### config.mk
export PLATFORM = sky130hd
export DESIGN_NAME = load_store_unit
export DESIGN_NICKNAME = d
export VERILOG_FILES = /design/src/rtl/lsu_pkg.sv /design/src/rtl/lsu_align.sv /design/src/rtl/load_store_unit.sv
export SDC_FILE = /design/constraint.sdc
export NUM_CORES = 1
export LEC_CHECK = 0
export CAP_MARGIN = 5
export CORE_MARGIN = 3
export CORE_UTILIZATION = 47
export CTS_BUF_LIST = sky130_fd_sc_hd__clkbuf_16
export DETAILED_ROUTE_END_ITERATION = 16
export PLACE_DENSITY = 0.8
export SLEW_MARGIN = 0
export SYNTH_ARGS = -nofsm -noshare
export SYNTH_HDL_FRONTEND = slang
export SYNTH_SLANG_ARGS = --single-unit
### constraint.sdc
create_clock -name clk -period 2.41 [get_ports clk]
set_input_delay 0.723 -clock clk [delete_from_list [all_inputs] [get_ports clk]]
set_output_delay 0.723 -clock clk [all_outputs]
set_load 0.005 [all_outputs]
### src/rtl/lsu_pkg.sv
// Shared constants, state encoding and legality check for the load/store unit.
package lsu_pkg;

  localparam int unsigned XLEN = 32;

  // RISC-V load/store funct3 encodings
  localparam logic [2:0] F3_B  = 3'b000;
  localparam logic [2:0] F3_H  = 3'b001;
  localparam logic [2:0] F3_W  = 3'b010;
  localparam logic [2:0] F3_BU = 3'b100;
  localparam logic [2:0] F3_HU = 3'b101;

  typedef enum logic [2:0] {
    IDLE  = 3'd0,
    LOAD  = 3'd1,
    RMW   = 3'd2,
    WRITE = 3'd3,
    ERR   = 3'd4,
    RESP  = 3'd5
  } lsu_state_e;

  // Legal funct3 for the direction and naturally aligned for its size
  function automatic logic is_legal(input logic we, input logic [2:0] f3,
                                    input logic [1:0] addr);
    logic ok;
    ok = 1'b0;
    case (f3)
      F3_B:    ok = 1'b1;
      F3_H:    ok = ~addr[0];
      F3_W:    ok = (addr == 2'b00);
      F3_BU:   ok = ~we;
      F3_HU:   ok = ~we & ~addr[0];
      default: ok = 1'b0;
    endcase
    return ok;
  endfunction

endpackage

### src/rtl/lsu_align.sv
// Lane extraction/extension for loads and lane merge for sub-word stores.
module lsu_align
  import lsu_pkg::*;
(
  input  logic [XLEN-1:0] mem_rd,
  input  logic [1:0]      addr_lo,
  input  logic [2:0]      f3,
  input  logic [XLEN-1:0] wdata,
  output logic [XLEN-1:0] ld_data_c,
  output logic [XLEN-1:0] st_word_c
);

  logic [4:0]      byte_sh;
  logic [4:0]      half_sh;
  logic [XLEN-1:0] rd_shifted;
  logic [7:0]      ld_byte;
  logic [15:0]     ld_half;
  logic [XLEN-1:0] lane_mask;
  logic [XLEN-1:0] lane_data;

  assign byte_sh = {addr_lo, 3'b000};
  assign half_sh = {addr_lo[1], 4'b0000};

  // Select the addressed byte/half and extend it to a full word
  always_comb begin
    rd_shifted = mem_rd >> byte_sh;
    ld_byte    = rd_shifted[7:0];
    ld_half    = addr_lo[1] ? mem_rd[XLEN-1:16] : mem_rd[15:0];
    ld_data_c  = '0;
    case (f3)
      F3_B:    ld_data_c = {{(XLEN-8){ld_byte[7]}}, ld_byte};
      F3_H:    ld_data_c = {{(XLEN-16){ld_half[15]}}, ld_half};
      F3_W:    ld_data_c = mem_rd;
      F3_BU:   ld_data_c = XLEN'(ld_byte);
      F3_HU:   ld_data_c = XLEN'(ld_half);
      default: ld_data_c = '0;
    endcase
  end

  // Overlay the low byte/half of the store data onto the current memory word
  always_comb begin
    lane_mask = '0;
    lane_data = '0;
    case (f3)
      F3_B: begin
        lane_mask = XLEN'(32'h0000_00FF) << byte_sh;
        lane_data = XLEN'(wdata[7:0]) << byte_sh;
      end
      F3_H: begin
        lane_mask = XLEN'(32'h0000_FFFF) << half_sh;
        lane_data = XLEN'(wdata[15:0]) << half_sh;
      end
      F3_W: begin
        lane_mask = '1;
        lane_data = wdata;
      end
      default: begin
        lane_mask = '0;
        lane_data = '0;
      end
    endcase
    st_word_c = (mem_rd & ~lane_mask) | (lane_data & lane_mask);
  end

endmodule

### src/rtl/load_store_unit.sv
// Load/store unit: one request at a time, word-wide memory, RMW for SB/SH.
module load_store_unit
  import lsu_pkg::*;
(
  input  logic            clk,
  input  logic            rst,
  input  logic            req_valid,
  output logic            req_ready,
  input  logic            req_we,
  input  logic [2:0]      req_funct3,
  input  logic [XLEN-1:0] req_addr,
  input  logic [XLEN-1:0] req_wdata,
  output logic            resp_valid,
  output logic [XLEN-1:0] resp_rdata,
  output logic            resp_err,
  output logic [XLEN-1:0] mem_a,
  output logic [XLEN-1:0] mem_wd,
  output logic            mem_we,
  input  logic [XLEN-1:0] mem_rd
);

  lsu_state_e      state_q, state_d;
  logic [XLEN-1:0] addr_q, addr_d;
  logic [2:0]      f3_q, f3_d;
  logic [XLEN-1:0] wdata_q, wdata_d;
  logic [XLEN-1:0] wbuf_q, wbuf_d;
  logic [XLEN-1:0] rdata_q, rdata_d;
  logic            err_q, err_d;
  logic            ready_q, ready_d;
  logic            valid_q, valid_d;
  logic [XLEN-1:0] ld_data_c;
  logic [XLEN-1:0] st_word_c;

  lsu_align u_align (
    .mem_rd    (mem_rd),
    .addr_lo   (addr_q[1:0]),
    .f3        (f3_q),
    .wdata     (wdata_q),
    .ld_data_c (ld_data_c),
    .st_word_c (st_word_c)
  );

  // Next-state and datapath register updates
  always_comb begin
    state_d = state_q;
    addr_d  = addr_q;
    f3_d    = f3_q;
    wdata_d = wdata_q;
    wbuf_d  = wbuf_q;
    rdata_d = rdata_q;
    err_d   = err_q;
    case (state_q)
      IDLE: begin
        if (req_valid) begin
          addr_d  = req_addr;
          f3_d    = req_funct3;
          wdata_d = req_wdata;
          rdata_d = '0;
          err_d   = 1'b0;
          if (!is_legal(req_we, req_funct3, req_addr[1:0])) begin
            state_d = ERR;
          end else if (!req_we) begin
            state_d = LOAD;
          end else if (req_funct3 == F3_W) begin
            wbuf_d  = req_wdata;
            state_d = WRITE;
          end else begin
            state_d = RMW;
          end
        end
      end
      LOAD: begin
        rdata_d = ld_data_c;
        state_d = RESP;
      end
      RMW: begin
        wbuf_d  = st_word_c;
        state_d = WRITE;
      end
      WRITE:   state_d = RESP;
      ERR: begin
        err_d   = 1'b1;
        state_d = RESP;
      end
      RESP:    state_d = IDLE;
      default: state_d = IDLE;
    endcase
    ready_d = (state_d == IDLE);
    valid_d = (state_d == RESP);
  end

  // State and datapath registers with synchronous reset
  always_ff @(posedge clk) begin
    if (rst) begin
      state_q <= IDLE;
      addr_q  <= '0;
      f3_q    <= '0;
      wdata_q <= '0;
      wbuf_q  <= '0;
      rdata_q <= '0;
      err_q   <= 1'b0;
      ready_q <= 1'b1;
      valid_q <= 1'b0;
    end else begin
      state_q <= state_d;
      addr_q  <= addr_d;
      f3_q    <= f3_d;
      wdata_q <= wdata_d;
      wbuf_q  <= wbuf_d;
      rdata_q <= rdata_d;
      err_q   <= err_d;
      ready_q <= ready_d;
      valid_q <= valid_d;
    end
  end

  assign req_ready  = ready_q;
  assign resp_valid = valid_q;
  assign resp_rdata = rdata_q;
  assign resp_err   = err_q;
  assign mem_a      = {addr_q[XLEN-1:2], 2'b00};
  assign mem_wd     = wbuf_q;
  // A reset arriving during WRITE must not let the write land
  assign mem_we     = (state_q == WRITE) & ~rst;

endmodule
==> results of run 1 <==
[cells by family (layout without fill, tap and decap cells)]
kind of cell           after synthesis  after routing  share of synthesized area, %
AND/OR/NAND/NOR                    287            287                          19.8
AO/OA/AOI/OAI                      279            279                          27.1
flip-flops                         137            137                          41.3
buffers and inverters              103            285                          8.89
multiplexers                        12             12                          2.81
other                                1              2                        0.0564
[synthesized netlist by cell type, types with 4 or more instances]
cell type,instances
o211ai_1,8
a22oi_1,13
nand2_1,203
nand2b_1,4
o31ai_1,9
clkbuf_1,32
a41oi_2,5
buf_2,24
a22o_1,9
o21ai_0,35
buf_6,5
a221o_1,8
nand3_1,34
buf_4,36
dfxtp_1,137
a221oi_1,7
o21bai_1,9
mux2i_1,4
mux4_2,5
a31oi_1,9
o21ai_1,21
a21oi_1,116
o31ai_2,8
nor2_1,15
a211oi_1,9
[how the worst max path moves through the flow]
stage,from,to,slack [ns]
after global routing,req_funct3[0],mem_wd[12]$_SDFFE_PP0P_,0.07
after global placement,mem_rd[23],resp_rdata[31]$_SDFFE_PP0P_,-0.18
after detailed placement,mem_rd[15],resp_rdata[28]$_SDFFE_PP0P_,-0.20
after CTS,state_q[2]$_SDFF_PP0_,mem_we,0.24
final,mem_rd[15],resp_rdata[28]$_SDFFE_PP0P_,0.21
after floorplan,req_funct3[0],mem_wd[20]$_SDFFE_PP0P_,0.41
[cell type report]
class	count	area, sq um
clock inverters	15	184
repair buffers	250	2430
fillers	1068	4160
well taps	176	220
multi-input cells	580	3330
inverters	3	11.3
flip-flops and latches	137	2750
clock buffers	17	425
[layer usage]
| layer | share of wire (%) | up-vias | wire length, microns | track usage, % |
|---|---|---|---|---|
| met2 | 46 | 425 | 10400 | 43.0 |
| met5 | 0 | - | 0 | 0 |
| met1 | 40 | 3200 | 9140 | 37.2 |
| met4 | 2.6 | 0 | 584 | 9.50 |
| li1 | - | 3205 | - | - |
| met3 | 11 | 61 | 2490 | 8.15 |
[tightest hold or removal path: cells and delay by family, from the launching register on]
| family | cells | cell delay [ns] |
|---|---|---|
| flops | 1 | 0.31 |
| simple gates | 1 | 0.05 |
| compound gates | 1 | 0.05 |
[sequential cells by signal, indices dropped and copies added, names as in the netlist]
register,flops
req_ready,1
mem_wd,32
resp_err,1
addr_q,32
wdata_q,32
state_q,3
f3_q,3
resp_valid,1
resp_rdata,32
[report_power, final]
part           total (mW)  switching [mW]  internal (mW)  leakage [nW]
clock                2.70           0.992           1.71         0.297
sequential           2.71           0.195           2.52          1.12
combinational        1.87           0.993          0.876          1.90
total                7.28            2.18           5.10          3.32
[through the flow]
step	power, mW	setup slack, ns	cells	setup TNS [ns]
after global routing	7.56	0.0723	1178	0
after CTS	7.28	0.237	1178	0
after floorplan	3.77	0.412	820	0
final	7.28	0.207	1178	0
after detailed placement	4.58	-0.204	1146	-6.28
after global placement	4.55	-0.185	1146	-4.60
[repair_timing]
item	4_1_cts	5_1_grt
hold buffers	0	0
gates resized for setup	4	0
endpoints found under the setup margin	1	0
==> flow_summary.json, run 1 <==
{
  "status": "finished clean",
  "critPathTopFamily": "simple AND/OR/NAND/NOR gates",
  "async_flop_share_pct": 0,
  "synth_top_cell_by_area": "dfxtp_1",
  "maxSlewHeadroom_pct": 34.9,
  "final_cell_mix": "nand2_1 (203), clkdlybuf4s50_1 (198), dfxtp_1 (136)",
  "clkLatencyLatePin_ns": 0.42,
  "vias": 6891,
  "fin_util_pct": 69.2,
  "hold_start": "resp_rdata[18]$_SDFFE_PP0P_",
  "route.detailed.drc": 0,
  "synth_top_area_share_pct": 41.3,
  "post-cts-setup-buffer-count": 0,
  "min_period_over_period_pct": 91.4,
  "r2r_slack_ns": 0.34,
  "drive_gt1_share_pct": 12.2,
  "grt_pass1_vias": 6229,
  "wirelength_microns": 22600,
  "max_slew.worst_pin.slew_ns": 0.972,
  "grt_usage_pct": 27.8,
  "finish.instance_area_sq_um": 9350,
  "synth-seq-cells": 137,
  "clock_path_buffers": 2,
  "setup_viol": 0,
  "clk_pin_slew_ns": 0.06,
  "dr.pass1.iters": 7,
  "cpMaxStageDelayCell": "nor3_2",
  "antenna_cells": 0,
  "synth_area_leaders": "dfxtp_1 (41%), nand2_1 (11%), a21oi_1 (8.7%), buf_4 (4.1%), o21ai_0 (2.6%)",
  "ioPinCount": 203,
  "synth_edf_count": 0,
  "start_util_pct": 49.2,
  "coreArea_sq_um": 13500,
  "holdCritPathClass": "reg2reg",
  "cp.depth": 6,
  "crit_arrival_ns": 2.55,
  "final_common_cell": "nand2_1",
  "hold_depth": 2,
  "reg2reg_depth": 6,
  "port-buffer-count": 200,
  "rsz0062_at_grt": "false",
  "yosysSeqAreaShare_pct": 41.3,
  "synthCells": 819,
  "fmax_mhz": 454,
  "ctsRootBufferMaster": "clkbuf_16",
  "drt_iter0_markers": 1018,
  "grt_pass1_wl_microns": 34600,
  "clock-sinks": 137,
  "synth_top_flop_cell": "dfxtp_1",
  "start_kind": "primary input",
  "cap_violations": 0,
  "die_y_microns": 125,
  "area_growth_syn_to_layout_pct": 40.7,
  "place.gp.congestion": 0.966,
  "ys_warn_count": 0,
  "final_nets": 1092,
  "reg2reg_to": "mem_wd[29]$_SDFFE_PP0P_",
  "crit_chain": "clkdlybuf4s50_1, mux2_2, mux2i_1, nor3_2, a21oi_1, o21ai_1",
  "power.density_nw_per_um2": 779,
  "die_x_microns": 125,
  "antenna_left": 0,
  "end_kind": "flip-flop",
  "grt_start_max_net_pins": 60,
  "dieArea_sq_um": 15600,
  "ir_drop_mv": 0.523,
  "avgViaCountPerCell": 5.85,
  "htree_levels": 4,
  "cts_made_buffers": 17,
  "leakage_nw": 3.32,
  "clock_skew_ns": 0.00634,
  "hold_viol_final": 0,
  "avgSynthCellArea_sq_um": 8.11,
  "syn_area_sq_um": 6640,
  "synth.distinct_cells": 61,
  "grt_remaining_overflow": 0,
  "finalMaxSlewViolations": 0,
  "wl_per_cell_microns": 19.2,
  "critPathRequiredTime_ns": 2.76,
  "std_cell_rows": 42,
  "finalCriticalPeriod_ns": 2.20,
  "hpwl_microns": 16300,
  "path_max_fanout": 16,
  "hold_path_end": "resp_rdata[18]$_SDFFE_PP0P_",
  "r2r-start": "f3_q[0]$_SDFFE_PP0P_",
  "critPathBufInv": 1,
  "cts_tree": "done",
  "placed_area_sq_um": 8730,
  "critPathKind": "in2reg",
  "antenna_found_initial": 0,
  "timing.hold.ws_ns": 0.444,
  "crit_path_max_incr_delay_ns": 0.74
}
No activity file was read; power rests on OpenSTA's default activity.
==> inputs of run 2 (changes only) <==
--- a/config.mk
+++ b/config.mk
@@ -7,10 +7,10 @@
 export LEC_CHECK = 0
 export CAP_MARGIN = 5
 export CORE_MARGIN = 3
-export CORE_UTILIZATION = 47
+export CORE_UTILIZATION = 51
 export CTS_BUF_LIST = sky130_fd_sc_hd__clkbuf_16
 export DETAILED_ROUTE_END_ITERATION = 16
-export PLACE_DENSITY = 0.8
+export PLACE_DENSITY = 0.86
 export SLEW_MARGIN = 0
 export SYNTH_ARGS = -nofsm -noshare
 export SYNTH_HDL_FRONTEND = slang
==> constraint.sdc (replaced) <==
create_clock -name clk -period 2.8 [get_ports clk]
set_input_delay 0.84 -clock clk [delete_from_list [all_inputs] [get_ports clk]]
set_output_delay 0.84 -clock clk [all_outputs]
set_load 0.005 [all_outputs]
==> flow_summary.json, run 2 (same netlist as run 1, synthesis figures left out) <==
{
  "status": "finished clean",
  "rsz0062_at_grt": "false",
  "hold_viol_final": 0,
  "grt_remaining_overflow": 0,
  "cts_hold_buf": 0,
  "wirelength_microns": 21700,
  "clkLatencyLatePin_ns": 0.41,
  "vias": 6813,
  "cts_resized": 0,
  "final_nets": 1072,
  "drt_iter0_markers": 831,
  "cap_violations": 0,
  "start_kind": "flip-flop",
  "finalCriticalPeriod_ns": 2.60,
  "fin_util_pct": 71.8,
  "std_cell_rows": 41,
  "crit_arrival_ns": 1.76,
  "ioPinCount": 203,
  "route.detailed.drc": 0,
  "drive_gt1_share_pct": 9.57,
  "dieArea_sq_um": 14400,
  "finish.instance_area_sq_um": 9100,
  "ctsRootBufferMaster": "clkbuf_16",
  "final_common_cell": "nand2_1",
  "max_slew.worst_pin.slew_ns": 0.995,
  "die_x_microns": 120,
  "hpwl_microns": 15600,
  "final_cell_mix": "nand2_1 (203), clkdlybuf4s50_1 (199), dfxtp_1 (137)",
  "port-buffer-count": 200,
  "ir_drop_mv": 0.448,
  "antenna_found_initial": 0,
  "power.density_nw_per_um2": 646,
  "die_y_microns": 120,
  "grt_usage_pct": 29.8,
  "wl_per_cell_microns": 18.8,
  "coreArea_sq_um": 12700,
  "maxSlewHeadroom_pct": 33.7,
  "clk_pin_slew_ns": 0.05,
  "path_max_fanout": 9,
  "clock_path_buffers": 2,
  "leakage_nw": 3.18,
  "antenna_left": 0,
  "fillers": 1012,
  "area_growth_syn_to_layout_pct": 36.9,
  "grt_pass1_wl_microns": 34300,
  "min_period_over_period_pct": 93.0,
  "holdCritPathClass": "reg2reg",
  "antenna_cells": 0,
  "grt_pass1_vias": 6572,
  "dr.pass1.iters": 6,
  "critPathKind": "reg2out",
  "critPathRequiredTime_ns": 1.96,
  "placed_area_sq_um": 8580,
  "setup-tns-final_ns": 0,
  "setup_viol": 0,
  "clock_skew_ns": 0.00609,
  "cts_tree": "done",
  "cts_made_buffers": 17,
  "start_util_pct": 52.4,
  "place.gp.congestion": 0.967,
  "end_kind": "output pin",
  "fmax_mhz": 384,
  "avgViaCountPerCell": 5.90,
  "post-cts-setup-buffer-count": 0,
  "grt_start_max_net_pins": 56,
  "finalMaxSlewViolations": 0,
  "htree_levels": 4,
  "clock-sinks": 137
}
-- run 2: worst max-delay path, stage by stage (launching register included) --
cell and delay [ns]:
dfxtp_1 0.40, nand2b_1 0.20, nor3b_1 0.20, clkdlybuf4s50_1 0.54
-- run 2: path summary, 6_finish.rpt --
check / from / to / slack [ns] / depth (start not counted)
max: state_q[2]$_SDFF_PP0_ / mem_we / 0.20 / 3
min: resp_rdata[5]$_SDFFE_PP0P_ / resp_rdata[5]$_SDFFE_PP0P_ / 0.44 / 2
max reg2reg: f3_q[0]$_SDFFE_PP0P_ / mem_wd[26]$_SDFFE_PP0P_ / 0.47 / 5
min reg2reg: resp_rdata[5]$_SDFFE_PP0P_ / resp_rdata[5]$_SDFFE_PP0P_ / 0.44 / 2
-- run 2: final cells by class --
cell class,count,area [sq um],area share (%)
Timing Repair Buffer,230,2280,25.1
Clock inverter,15,95.1,1.05
Sequential cell,137,2740,30.1
Multi-Input combinational cell,580,3320,36.5
Inverter,3,11.3,0.124
Tap cell,172,215,2.37
Clock buffer,17,425,4.68
-- run 2: per-layer routing --
metal,wire length (microns),GRT usage [%]
met2,10200,48.5
met5,0,0
met4,995,13.8
met1,8190,36.7
met3,2360,8.39
-- run 2: report_power, final --
group / internal [mW] / switching, mW / total, mW
clock network: 1.18 / 0.791 / 1.98
registers: 2.16 / 0.181 / 2.35
logic: 0.727 / 0.828 / 1.56
-- run 2: stage by stage --
step	worst slack [ns]	total power [mW]	hold WS, ns	instances
CTS	0.197	5.88	0.437	1154
global route	0.0965	6.15	0.457	1154
finish	0.195	5.88	0.437	1154
floorplan	0.685	3.24	0.435	820
detailed placement	0.0746	3.91	0.428	1122
global placement	0.123	3.87	0.427	1122
